$ cat src/rtl/char_queue_8x9_pkg.sv
// Shared constants and helpers for the 8x9 SpaceWire character queue.
package char_queue_8x9_pkg;

  localparam int QUEUE_DEPTH = 8;
  localparam int QUEUE_WIDTH = 9;
  localparam int PTR_W       = 3;

  localparam logic [1:0] CODE_FCT = 2'b00;
  localparam logic [1:0] CODE_EOP = 2'b01;
  localparam logic [1:0] CODE_EEP = 2'b10;
  localparam logic [1:0] CODE_ESC = 2'b11;

  typedef logic [PTR_W-1:0]       ptr_t;
  typedef logic [QUEUE_WIDTH-1:0] word_t;

  // Only data chars and packet terminators are worth buffering; FCT/ESC are link-level.
  function automatic logic keep_char(input logic nchar, input logic lchar,
                                     input logic [1:0] code);
    return nchar | (lchar & ((code == CODE_EOP) | (code == CODE_EEP)));
  endfunction

endpackage

$ cat src/rtl/char_queue_8x9_if.sv
// Decoder write side plus Wishbone pipelined read side of the character queue.
interface char_queue_8x9_if;
  import char_queue_8x9_pkg::*;

  logic       nchar;
  logic       lchar;
  logic [7:0] char_i;
  logic       stb_i;
  logic       ack_o;
  word_t      dat_o;

  modport master (output nchar, lchar, char_i, stb_i, input  ack_o, dat_o);
  modport slave  (input  nchar, lchar, char_i, stb_i, output ack_o, dat_o);

endinterface

$ cat src/rtl/char_queue_regfile.sv
// 8x9 storage: synchronous write, asynchronous read. Contents are never reset.
module char_queue_regfile
  import char_queue_8x9_pkg::*;
(
  input  logic  clk,
  input  logic  we,
  input  ptr_t  waddr,
  input  word_t wdata,
  input  ptr_t  raddr,
  output word_t rdata
);

  word_t mem [QUEUE_DEPTH];

  always_ff @(posedge clk)
    if (we) mem[waddr] <= wdata;

  assign rdata = mem[raddr];

endmodule

$ cat src/rtl/char_queue_8x9.sv
// 8-entry character FIFO between the SpaceWire decoder and a Wishbone read port.
// Optional sticky overrun flag when built with CHAR_QUEUE_OVERRUN_EN.
module char_queue_8x9
  import char_queue_8x9_pkg::*;
(
  input  logic                   clk,
  input  logic                   reset,
  char_queue_8x9_if.slave        bus,
  output logic                   full_o,
  output logic                   empty_o,
  output logic [QUEUE_DEPTH-1:0] occupied_tb,
  output ptr_t                   rp_tb,
  output ptr_t                   wp_tb,
  output logic                   we_tb
`ifdef CHAR_QUEUE_OVERRUN_EN
  ,
  output logic                   overrun_o
`endif
);

  logic [QUEUE_DEPTH-1:0] occupied, occ_next;
  ptr_t  rp, wp;
  logic  ack, we, pop, push, full, empty;
  word_t word;

  assign we    = keep_char(bus.nchar, bus.lchar, bus.char_i[1:0]);
  assign word  = {bus.lchar & ~bus.nchar, bus.char_i};
  assign full  = &occupied;
  assign empty = ~|occupied;
  assign pop   = ack & ~empty;
  // A pop on the same edge frees a slot, so a full queue still accepts.
  assign push  = we & (~full | pop);

  // Set after clear: a simultaneous pop/push on one slot leaves it occupied.
  always_comb begin
    occ_next = occupied;
    if (pop)  occ_next[rp] = 1'b0;
    if (push) occ_next[wp] = 1'b1;
  end

  always_ff @(posedge clk or negedge reset) begin
    if (!reset) begin
      occupied <= '0;
      rp       <= '0;
      wp       <= '0;
      ack      <= 1'b0;
    end else begin
      occupied <= occ_next;
      ack      <= bus.stb_i;
      if (pop)  rp <= rp + 3'd1;
      if (push) wp <= wp + 3'd1;
    end
  end

  char_queue_regfile u_regfile (
    .clk   (clk),
    .we    (push),
    .waddr (wp),
    .wdata (word),
    .raddr (rp),
    .rdata (bus.dat_o)
  );

`ifdef CHAR_QUEUE_OVERRUN_EN
  always_ff @(posedge clk or negedge reset) begin
    if (!reset)                  overrun_o <= 1'b0;
    else if (we & full & ~pop)   overrun_o <= 1'b1;
  end
`endif

  assign bus.ack_o   = ack;
  assign full_o      = full;
  assign empty_o     = empty;
  assign occupied_tb = occupied;
  assign rp_tb       = rp;
  assign wp_tb       = wp;
  assign we_tb       = we;

endmodule

$ cat src/flat_wrapper.sv
// flat-port wrapper written by rule: the top's interface ports become plain ports
module char_queue_8x9_flat import char_queue_8x9_pkg::*;
  (clk, reset, full_o, empty_o, occupied_tb, rp_tb, wp_tb, we_tb, bus_nchar, bus_lchar, bus_char_i, bus_stb_i, bus_ack_o, bus_dat_o);
  char_queue_8x9_if bus_i ();
  input  logic clk;
  input  logic reset;
  output logic full_o;
  output logic empty_o;
  output logic [QUEUE_DEPTH-1:0] occupied_tb;
  output ptr_t rp_tb;
  output ptr_t wp_tb;
  output logic we_tb;
  input wire logic [$bits(bus_i.nchar)-1:0] bus_nchar;
  input wire logic [$bits(bus_i.lchar)-1:0] bus_lchar;
  input wire logic [$bits(bus_i.char_i)-1:0] bus_char_i;
  input wire logic [$bits(bus_i.stb_i)-1:0] bus_stb_i;
  output wire logic [$bits(bus_i.ack_o)-1:0] bus_ack_o;
  output wire logic [$bits(bus_i.dat_o)-1:0] bus_dat_o;
  assign bus_i.nchar = bus_nchar;
  assign bus_i.lchar = bus_lchar;
  assign bus_i.char_i = bus_char_i;
  assign bus_i.stb_i = bus_stb_i;
  assign bus_ack_o = bus_i.ack_o;
  assign bus_dat_o = bus_i.dat_o;
  char_queue_8x9 u_core (.clk(clk), .reset(reset), .bus(bus_i), .full_o(full_o), .empty_o(empty_o), .occupied_tb(occupied_tb), .rp_tb(rp_tb), .wp_tb(wp_tb), .we_tb(we_tb));
endmodule
$ cat config.mk
export PLATFORM = sky130hd
export DESIGN_NAME = char_queue_8x9_flat
export DESIGN_NICKNAME = d
export VERILOG_FILES = /design/src/rtl/char_queue_8x9_pkg.sv /design/src/rtl/char_queue_8x9_if.sv /design/src/rtl/char_queue_regfile.sv /design/src/rtl/char_queue_8x9.sv /design/src/flat_wrapper.sv
export SDC_FILE = /design/constraint.sdc
export NUM_CORES = 1
export LEC_CHECK = 0
export ABC_AREA = 1
export CAP_MARGIN = 15
export CORE_MARGIN = 5
export CORE_UTILIZATION = 50
export DETAILED_ROUTE_END_ITERATION = 10
export PLACE_DENSITY = 0.75
export SYNTH_ARGS = -nofsm -noshare
export SYNTH_HDL_FRONTEND = slang
export SYNTH_SLANG_ARGS = --single-unit
$ cat constraint.sdc
create_clock -name clk -period 1.6 [get_ports clk]
set_clock_uncertainty 0.1 [all_clocks]
set_input_delay 0.32 -clock clk [delete_from_list [all_inputs] [get_ports clk]]
set_output_delay 0.32 -clock clk [all_outputs]
set_load 0.05 [all_outputs]
==> reports/summary.log, run 1 <==
qor: route.drt_iter0_drc 163
qor: place.finalWeightedCongestion 0.849
qor: global_route.grt_pass1_wl 14000 microns
qor: worst_setup_path.cp_slowest_cell sky130_fd_sc_hd__dfrtp_4
qor: worst_setup_path.critical_path.max_fanout 5
qor: worst_setup_path.cp_data_arrival_time 1.85 ns
qor: final_layout.syn_to_final_growth 47.0%
qor: timing.worst_slack -0.673 ns
qor: clocking.cts_root_buf sky130_fd_sc_hd__clkbuf_8
qor: timing.slew-limit-headroom 54.3%
qor: global_route.vias_in_the_first_global_route 2684
qor: route.drt-total-wl 9570 microns
qor: timing.rsz0062_at_grt yes
qor: timing.finalCritPeriodShare 142%
qor: clocking.clk_pin_slew 0.09 ns
qor: yosys.synth.distinct_cells 25
qor: timing.maxSlewViolCount 0
qor: yosys.ys_ff_latch 87
qor: route.final_antenna_net_count 0
qor: worst_setup_path.reg2reg_setup_slack -0.09 ns
qor: die.die_footprint 9120 sq um
qor: worst_setup_path.critPathKind register to output port
qor: global_route.grt.overflow.total 0
qor: global_route.grtUsageTotal 21.4%
qor: clocking.cts_buffers 9
qor: worst_setup_path.reg2regPathDepth 7
qor: route.detail_route.vias_per_cell 5.48
qor: final_layout.final_non_filler_cell_area 5370 sq um
qor: power_and_ir_drop.p_leak 2.01 nW
qor: final_layout.layout_commonest_cell sky130_fd_sc_hd__edfxtp_1
qor: timing.achievable_clock_frequency 0.440 GHz
qor: clocking.ctsHtreeMaxLevel 3
qor: timing.tns -9.47 ns
qor: global_route.grt_antenna_before_repair 0
qor: run.max_cap_viol_count 0
qor: timing.post_layout_min_period 2.27 ns
qor: clocking.tritoncts built
qor: power_and_ir_drop.peakVddDrop 0.00151 V
qor: route.drcViolationCount 0
qor: final_layout.num-fill-cells 444
qor: die.boundary_pins 40
qor: global_route.grt_max_degree 23
qor: worst_setup_path.worstSetupEndpointType output port
qor: timing.final_hold_slack 0.173 ns
qor: final_layout.number_of_antenna_diodes 0
qor: die.dieHeight 95.5 microns
qor: die.fp.dieW 95.5 microns
qor: worst_setup_path.rr_endpoint u_core.u_regfile.mem[3][1]
qor: final_layout.fraction_of_layout_cells_with_a_size_suffix_above_1 44.5%
qor: place.placed_area 4930 sq um
qor: die.placement_rows 31
qor: power_and_ir_drop.power_dens_cells 2200 nW/um^2
qor: run_status.outcome complete, but fails checks
qor: worst_setup_path.cpPeakStageDelay 0.55 ns
qor: yosys.synth_fp_nets 311
qor: route.wire_per_inst 19.5 microns
qor: place.place.detailed.hpwl 6440 microns
qor: die.initial_utilization 50.9%
qor: clocking.clock_sink_count 87
qor: yosys.synth.avg_cell_area 12.3 sq um
qor: worst_setup_path.r2r_start u_core.occupied_tb[5]
qor: route.detailroute.via_count 2687
qor: die.core 7180 sq um
qor: worst_setup_path.crit_path_start_kind register
qor: timing.worst-slew-pin-transition 0.684 ns
qor: hold_path.holdCritPathClass input pin to async pin
qor: yosys.synth.cell_area 3650 sq um
qor: run_status.failed_checks setup timing
qor: timing.hold_viol 0
qor: clocking.cts_max_path_buffers 2
qor: timing.setup-violations-final 84
qor: clocking.cts.hold.buffers_added 0
qor: clocking.clk_latency 0.37 ns
qor: yosys.netlist_instances 296
qor: final_layout.nNetsFinal 401
qor: yosys.synth_seq_area_share 69.4%
qor: place.numPortBuffers 39
qor: route.dr.pass1.iters 5
qor: worst_setup_path.crit_required 1.18 ns
qor: worst_setup_path.crit_chain buf_6 > clkbuf_16 > o21a_1 > o21ai_1 > nand4_1 > buf_12
qor: final_layout.final_cell_mix sky130_fd_sc_hd__edfxtp_1 (72), sky130_fd_sc_hd__buf_12 (35), sky130_fd_sc_hd__buf_4 (29)
qor: yosys.yosys_warnings 0
qor: final_layout.final_core_utilization 74.9%
-- registers in the layout (all words and copies together) (netlist names) --
| signal | count |
|---|---|
| u_core.rp_tb | 3 |
| u_core.u_regfile.mem | 72 |
| u_core.wp_tb | 3 |
| u_core.bus.ack_o | 1 |
| u_core.occupied_tb | 8 |
-- where the power goes --
group / internal [mW] / switching (mW)
registers: 3.00 / 0.383
logic: 3.21 / 3.84
clock network: 0.573 / 0.809
total: 6.78 / 5.04
-- cells in the mapped netlist (all sizes together) --
library cell | count | area [sq um]
edfxtp | 72 | 2160
o21ai | 45 | 229
nor2 | 38 | 143
nand2 | 34 | 130
o21a | 27 | 203
inv | 18 | 67.6
dfrtp | 15 | 375
nand3 | 12 | 110
nand4 | 11 | 68.8
buf | 10 | 63.8
clkbuf | 4 | 15.0
xor2 | 3 | 26.3
ha | 2 | 25.0
a21oi | 1 | 5.00
nor3 | 1 | 5.00
o21bai | 1 | 11.3
or2 | 1 | 6.26
xnor2 | 1 | 8.76
-- critical path: cells and delay by family, from the launching register on --
family	cells	cell delay [ns]
AO/OA/AOI/OAI	2	0.26
flip-flops	1	0.55
buffers and inverters	3	0.49
AND/OR/NAND/NOR	1	0.18
-- cell type report --
type                       count  area [sq um]  area share, %
sequential                    87          2560           47.6
inverter                      18           113           2.10
timing repair inverter         2          13.8          0.256
clock inverter                 6          45.0          0.838
tap                           99           124           2.31
clock buffer                  10           128           2.37
multi-input combinational    177          1180           22.0
timing repair buffer          91          1210           22.6
-- stage by stage --
step | std cells | power, mW | worst slack, ns
floorplan | 296 | 6.76 | -0.296
global placement | 464 | 9.78 | -0.323
detailed placement | 464 | 9.95 | -0.357
CTS | 482 | 11.4 | -0.632
global route | 490 | 12.3 | -0.690
finish | 490 | 11.8 | -0.673
-- how the worst max path moves through the flow --
| stage | startpoint | depth (start not counted) | to | slack, ns |
|---|---|---|---|---|
| final | u_core.rp_tb[0] | 6 | bus_dat_o[4] | -0.67 |
| after global routing | u_core.rp_tb[0] | 6 | bus_dat_o[4] | -0.69 |
| after CTS | u_core.rp_tb[0] | 5 | bus_dat_o[1] | -0.63 |
| after detailed placement | bus_char_i[1] | 6 | u_core.u_regfile.mem[3][2] | -0.36 |
| after global placement | bus_char_i[1] | 6 | u_core.u_regfile.mem[3][6] | -0.32 |
| after floorplan | u_core.rp_tb[2] | 5 | bus_dat_o[7] | -0.30 |
-- per-layer routing --
metal | vias up | GRT usage (%) | share of wire, %
li1 | 1248 | - | -
met4 | 0 | 10.9 | 2.9
met1 | 1305 | 27.3 | 39
met2 | 114 | 35.0 | 51
met5 | - | 0 | 0
met3 | 20 | 3.95 | 6.7
-- kinds of logic (layout without fill, tap and decap cells) --
logic type / Yosys count / after routing / synth area share (%)
DFF: 87 / 87 / 69.4
xor gates and xnor gates: 4 / 4 / 0.959
buffers and inverters: 32 / 127 / 4.01
AOI/OAI and AO/OA: 74 / 74 / 12.3
and+or+nand+nor: 97 / 97 / 12.7
adders and majority gates: 2 / 2 / 0.685
-- timing repair --
| action | in CTS | in global routing |
|---|---|---|
| resized for setup | 29 | 43 |
| setup buffers | 2 | 5 |
| cloned | 0 | 3 |
| setup endpoints to repair | 47 | 85 |
| pin swaps | 7 | 16 |
Power figures use the tool's default switching activity.
==> inputs of run 2 (changes only) <==
--- a/config.mk
+++ b/config.mk
@@ -8,9 +8,10 @@
 export ABC_AREA = 1
 export CAP_MARGIN = 15
 export CORE_MARGIN = 5
-export CORE_UTILIZATION = 50
+export CORE_UTILIZATION = 62
+export CTS_BUF_LIST = sky130_fd_sc_hd__clkbuf_4 sky130_fd_sc_hd__clkbuf_8
 export DETAILED_ROUTE_END_ITERATION = 10
-export PLACE_DENSITY = 0.75
+export PLACE_DENSITY = 0.87
 export SYNTH_ARGS = -nofsm -noshare
 export SYNTH_HDL_FRONTEND = slang
 export SYNTH_SLANG_ARGS = --single-unit
==> constraint.sdc (replaced) <==
create_clock -name clk -period 2.8 [get_ports clk]
set_clock_uncertainty 0.1 [all_clocks]
set_input_delay 0.56 -clock clk [delete_from_list [all_inputs] [get_ports clk]]
set_output_delay 0.56 -clock clk [all_outputs]
set_load 0.05 [all_outputs]
==> run 2 against run 1 <==
Against the previous run:
- the flow now finishes without violations
- global-route usage increased by 1.5 points
- critical endpoint is now empty_o
- via count is 8.4% lower
- register-to-register slack better by 0.63 ns
- hold slack improved by 0.33 ns
- core utilization up 0.56 points
- combinational power is 63% lower
- clock power shrank 29%
- sequential power shrank 45%
- power decreased by 54%
- worst setup slack better by 0.83 ns
==> reports/summary.log, run 2 (same netlist as run 1, synthesis figures left out) <==
qor: global_route.grt.overflow.total 0 [unchanged]
qor: route.final_antenna_net_count 0 [unchanged]
qor: run.max_cap_viol_count 0 [unchanged]
qor: timing.hold_viol 0 [unchanged]
qor: timing.slew-limit-headroom 53.9% [-0.36 points]
qor: final_layout.nNetsFinal 362 [-9.7%]
qor: clocking.cts.repair_timing.setup_buffer_count 0 [-2]
qor: timing.rsz0062_at_grt no
qor: clocking.clock_sink_count 87 [unchanged]
qor: timing.achievable_clock_frequency 0.378 GHz
qor: die.core 5820 sq um [-19%]
qor: route.drcViolationCount 0 [unchanged]
qor: die.initial_utilization 62.8% [+12 points]
qor: worst_setup_path.crit_required 2.14 ns [+0.96 ns]
qor: route.detail_route.vias_per_cell 5.76 [+5.1%]
qor: power_and_ir_drop.clock_network_power_share 18.1% [+6.4 points]
qor: route.wire_per_inst 18.8 microns [-3.7%]
qor: final_layout.largest_reg_flops 72 [unchanged]
qor: global_route.grt_pass1_wl 12700 microns [-9.5%]
qor: timing.tns 0 ns [+9.47 ns]
qor: clocking.cts.hold.buffers_added 0 [unchanged]
qor: clocking.ctsHtreeMaxLevel 3 [unchanged]
qor: timing.setup-violations-final 0 [-100%]
qor: place.place.detailed.hpwl 5280 microns [-18%]
qor: clocking.clk_pin_slew 0.08 ns [about the same]
qor: worst_setup_path.cp_data_arrival_time 1.98 ns [+0.13 ns]
qor: power_and_ir_drop.power_dens_cells 1230 nW/um^2 [-44%]
qor: global_route.grt_antenna_before_repair 0 [unchanged]
qor: route.detailroute.via_count 2461 [-8.4%]
qor: die.die_footprint 7530 sq um [-17%]
qor: clocking.cts_resized 0 [-100%]
qor: final_layout.largest-register u_core.u_regfile.mem
qor: timing.post_layout_min_period 2.64 ns
qor: die.dieHeight 86.8 microns [-9.1%]
qor: route.drt-total-wl 8030 microns [-16%]
qor: final_layout.layout_commonest_cell sky130_fd_sc_hd__edfxtp_1
qor: power_and_ir_drop.sw_frac_of_total 44.4% [+1.8 points]
qor: hold_path.holdCritPathClass register to register
qor: power_and_ir_drop.internal_power_component 3.01 mW [-56%]
qor: power_and_ir_drop.power.sequential.fraction 34.3% [+5.7 points]
qor: final_layout.final_cell_mix sky130_fd_sc_hd__edfxtp_1 (72), sky130_fd_sc_hd__o21ai_0 (39), sky130_fd_sc_hd__nor2_1 (38)
qor: worst_setup_path.crit_path_start_kind register
qor: route.dr.pass1.iters 5 [unchanged]
qor: clocking.cts_root_buf sky130_fd_sc_hd__clkbuf_8
qor: worst_setup_path.critical_path.max_fanout 5 [unchanged]
qor: die.placement_rows 28 [-9.7%]
qor: final_layout.syn_to_final_growth 20.1%
qor: worst_setup_path.critPathKind register to output port
qor: power_and_ir_drop.peakVddDrop 0.000859 V [-43%]
qor: worst_setup_path.worstSetupEndpointType output port
qor: clocking.tritoncts built
qor: global_route.vias_in_the_first_global_route 2485 [-7.4%]
qor: power_and_ir_drop.p_leak 1.67 nW [-17%]
qor: timing.maxSlewViolCount 0 [unchanged]
qor: clocking.cts_buffers 9 [unchanged]
qor: power_and_ir_drop.power.combinational.fraction 47.6% [-12 points]
qor: final_layout.number_of_antenna_diodes 0 [unchanged]
qor: global_route.grtUsageTotal 22.9% [+1.5 points]
qor: clocking.clk_latency 0.35 ns [-0.02 ns]
qor: power_and_ir_drop.net-switching-power 2.40 mW [-52%]
qor: die.boundary_pins 40 [unchanged]
qor: timing.worst-slew-pin-transition 0.689 ns [+0.00575 ns]
qor: run_status.outcome finished, final reports clean
qor: timing.final_hold_slack 0.499 ns [+0.326 ns]
qor: die.fp.dieW 86.8 microns [-9.1%]
qor: global_route.grt_max_degree 43 [+87%]
qor: timing.finalCritPeriodShare 94.4%
qor: route.drt_iter0_drc 283 [+74%]
qor: clocking.cts_max_path_buffers 2 [unchanged]
qor: place.numPortBuffers 39 [unchanged]
qor: place.finalWeightedCongestion 0.814 [-4.1%]
qor: final_layout.fraction_of_layout_cells_with_a_size_suffix_above_1 16.2% [-28 points]
-- run 2: changes by cell type in the layout (fill, tap and decap cells not counted), sizes merged, moves of 2 or more --
cell	change
clkbuf	-2
inv	-2
dlygate4sd2	-3
buf	-52
bufinv	+2
clkdlybuf4s50	+20
-- run 2: area by class of cell --
class                   count  area, sq um
clock inverters             6         92.6
inverters                  18         67.6
multi-input cells         177          971
flip-flops and latches     87         2540
clock buffers              10          138
fillers                   354         1430
repair buffers             54          488
well taps                  75         93.8
-- run 2: power groups by stage --
stage,sequential [mW],clock (mW),combinational (mW)
6_report,1.86,0.979,2.58
5_1_grt,1.88,1.05,2.74
4_1_cts,1.85,0.990,2.58
3_5_place_dp,1.88,0,2.57
3_3_place_gp,1.87,0,2.51
2_1_floorplan,2.19,0,1.41
-- run 2: path summary, 6_finish.rpt --
path                                              end  slack [ns]             startpoint  depth (start not counted)
hold / removal                  u_core.occupied_tb[7]        0.50  u_core.occupied_tb[7]                          2
max in group asynchronous             u_core.rp_tb[0]        1.64                  reset                          1
min in group asynchronous             u_core.wp_tb[1]        0.52                  reset                          1
setup / recovery                              empty_o        0.16  u_core.occupied_tb[3]                          4
setup reg to reg           u_core.u_regfile.mem[7][8]        0.54  u_core.occupied_tb[3]                          6
hold reg to reg                 u_core.occupied_tb[7]        0.50  u_core.occupied_tb[7]                          2
-- run 2: through the flow --
| stage | cells | worst slack [ns] | utilization, % | instance area [sq um] | power [mW] |
|---|---|---|---|---|---|
| after global placement | 411 | 0.295 | 71.5 | 4160 | 4.38 |
| final | 427 | 0.157 | 75.5 | 4390 | 5.41 |
| after detailed placement | 411 | 0.215 | 71.5 | 4160 | 4.45 |
| after floorplan | 296 | 0.258 | - | 3650 | 3.60 |
| after global routing | 427 | 0.0569 | 75.5 | 4390 | 5.67 |
| after CTS | 427 | 0.175 | 75.5 | 4390 | 5.43 |
-- run 2: layer usage --
metal / GRT usage (%) / vias up / share of wire (%)
met5: 0 / - / 0
met4: 7.37 / 0 / 0.92
met3: 5.42 / 10 / 7.6
met2: 37.3 / 125 / 50
met1: 30.6 / 1178 / 41
li1: - / 1148 / -
-- run 2: critical path, stage by stage (launching register included) --
cell,delay (ns)
sky130_fd_sc_hd__dfrtp_1,0.42
sky130_fd_sc_hd__nor2_1,0.19
sky130_fd_sc_hd__nand4_1,0.15
sky130_fd_sc_hd__inv_1,0.08
sky130_fd_sc_hd__clkdlybuf4s50_1,0.79
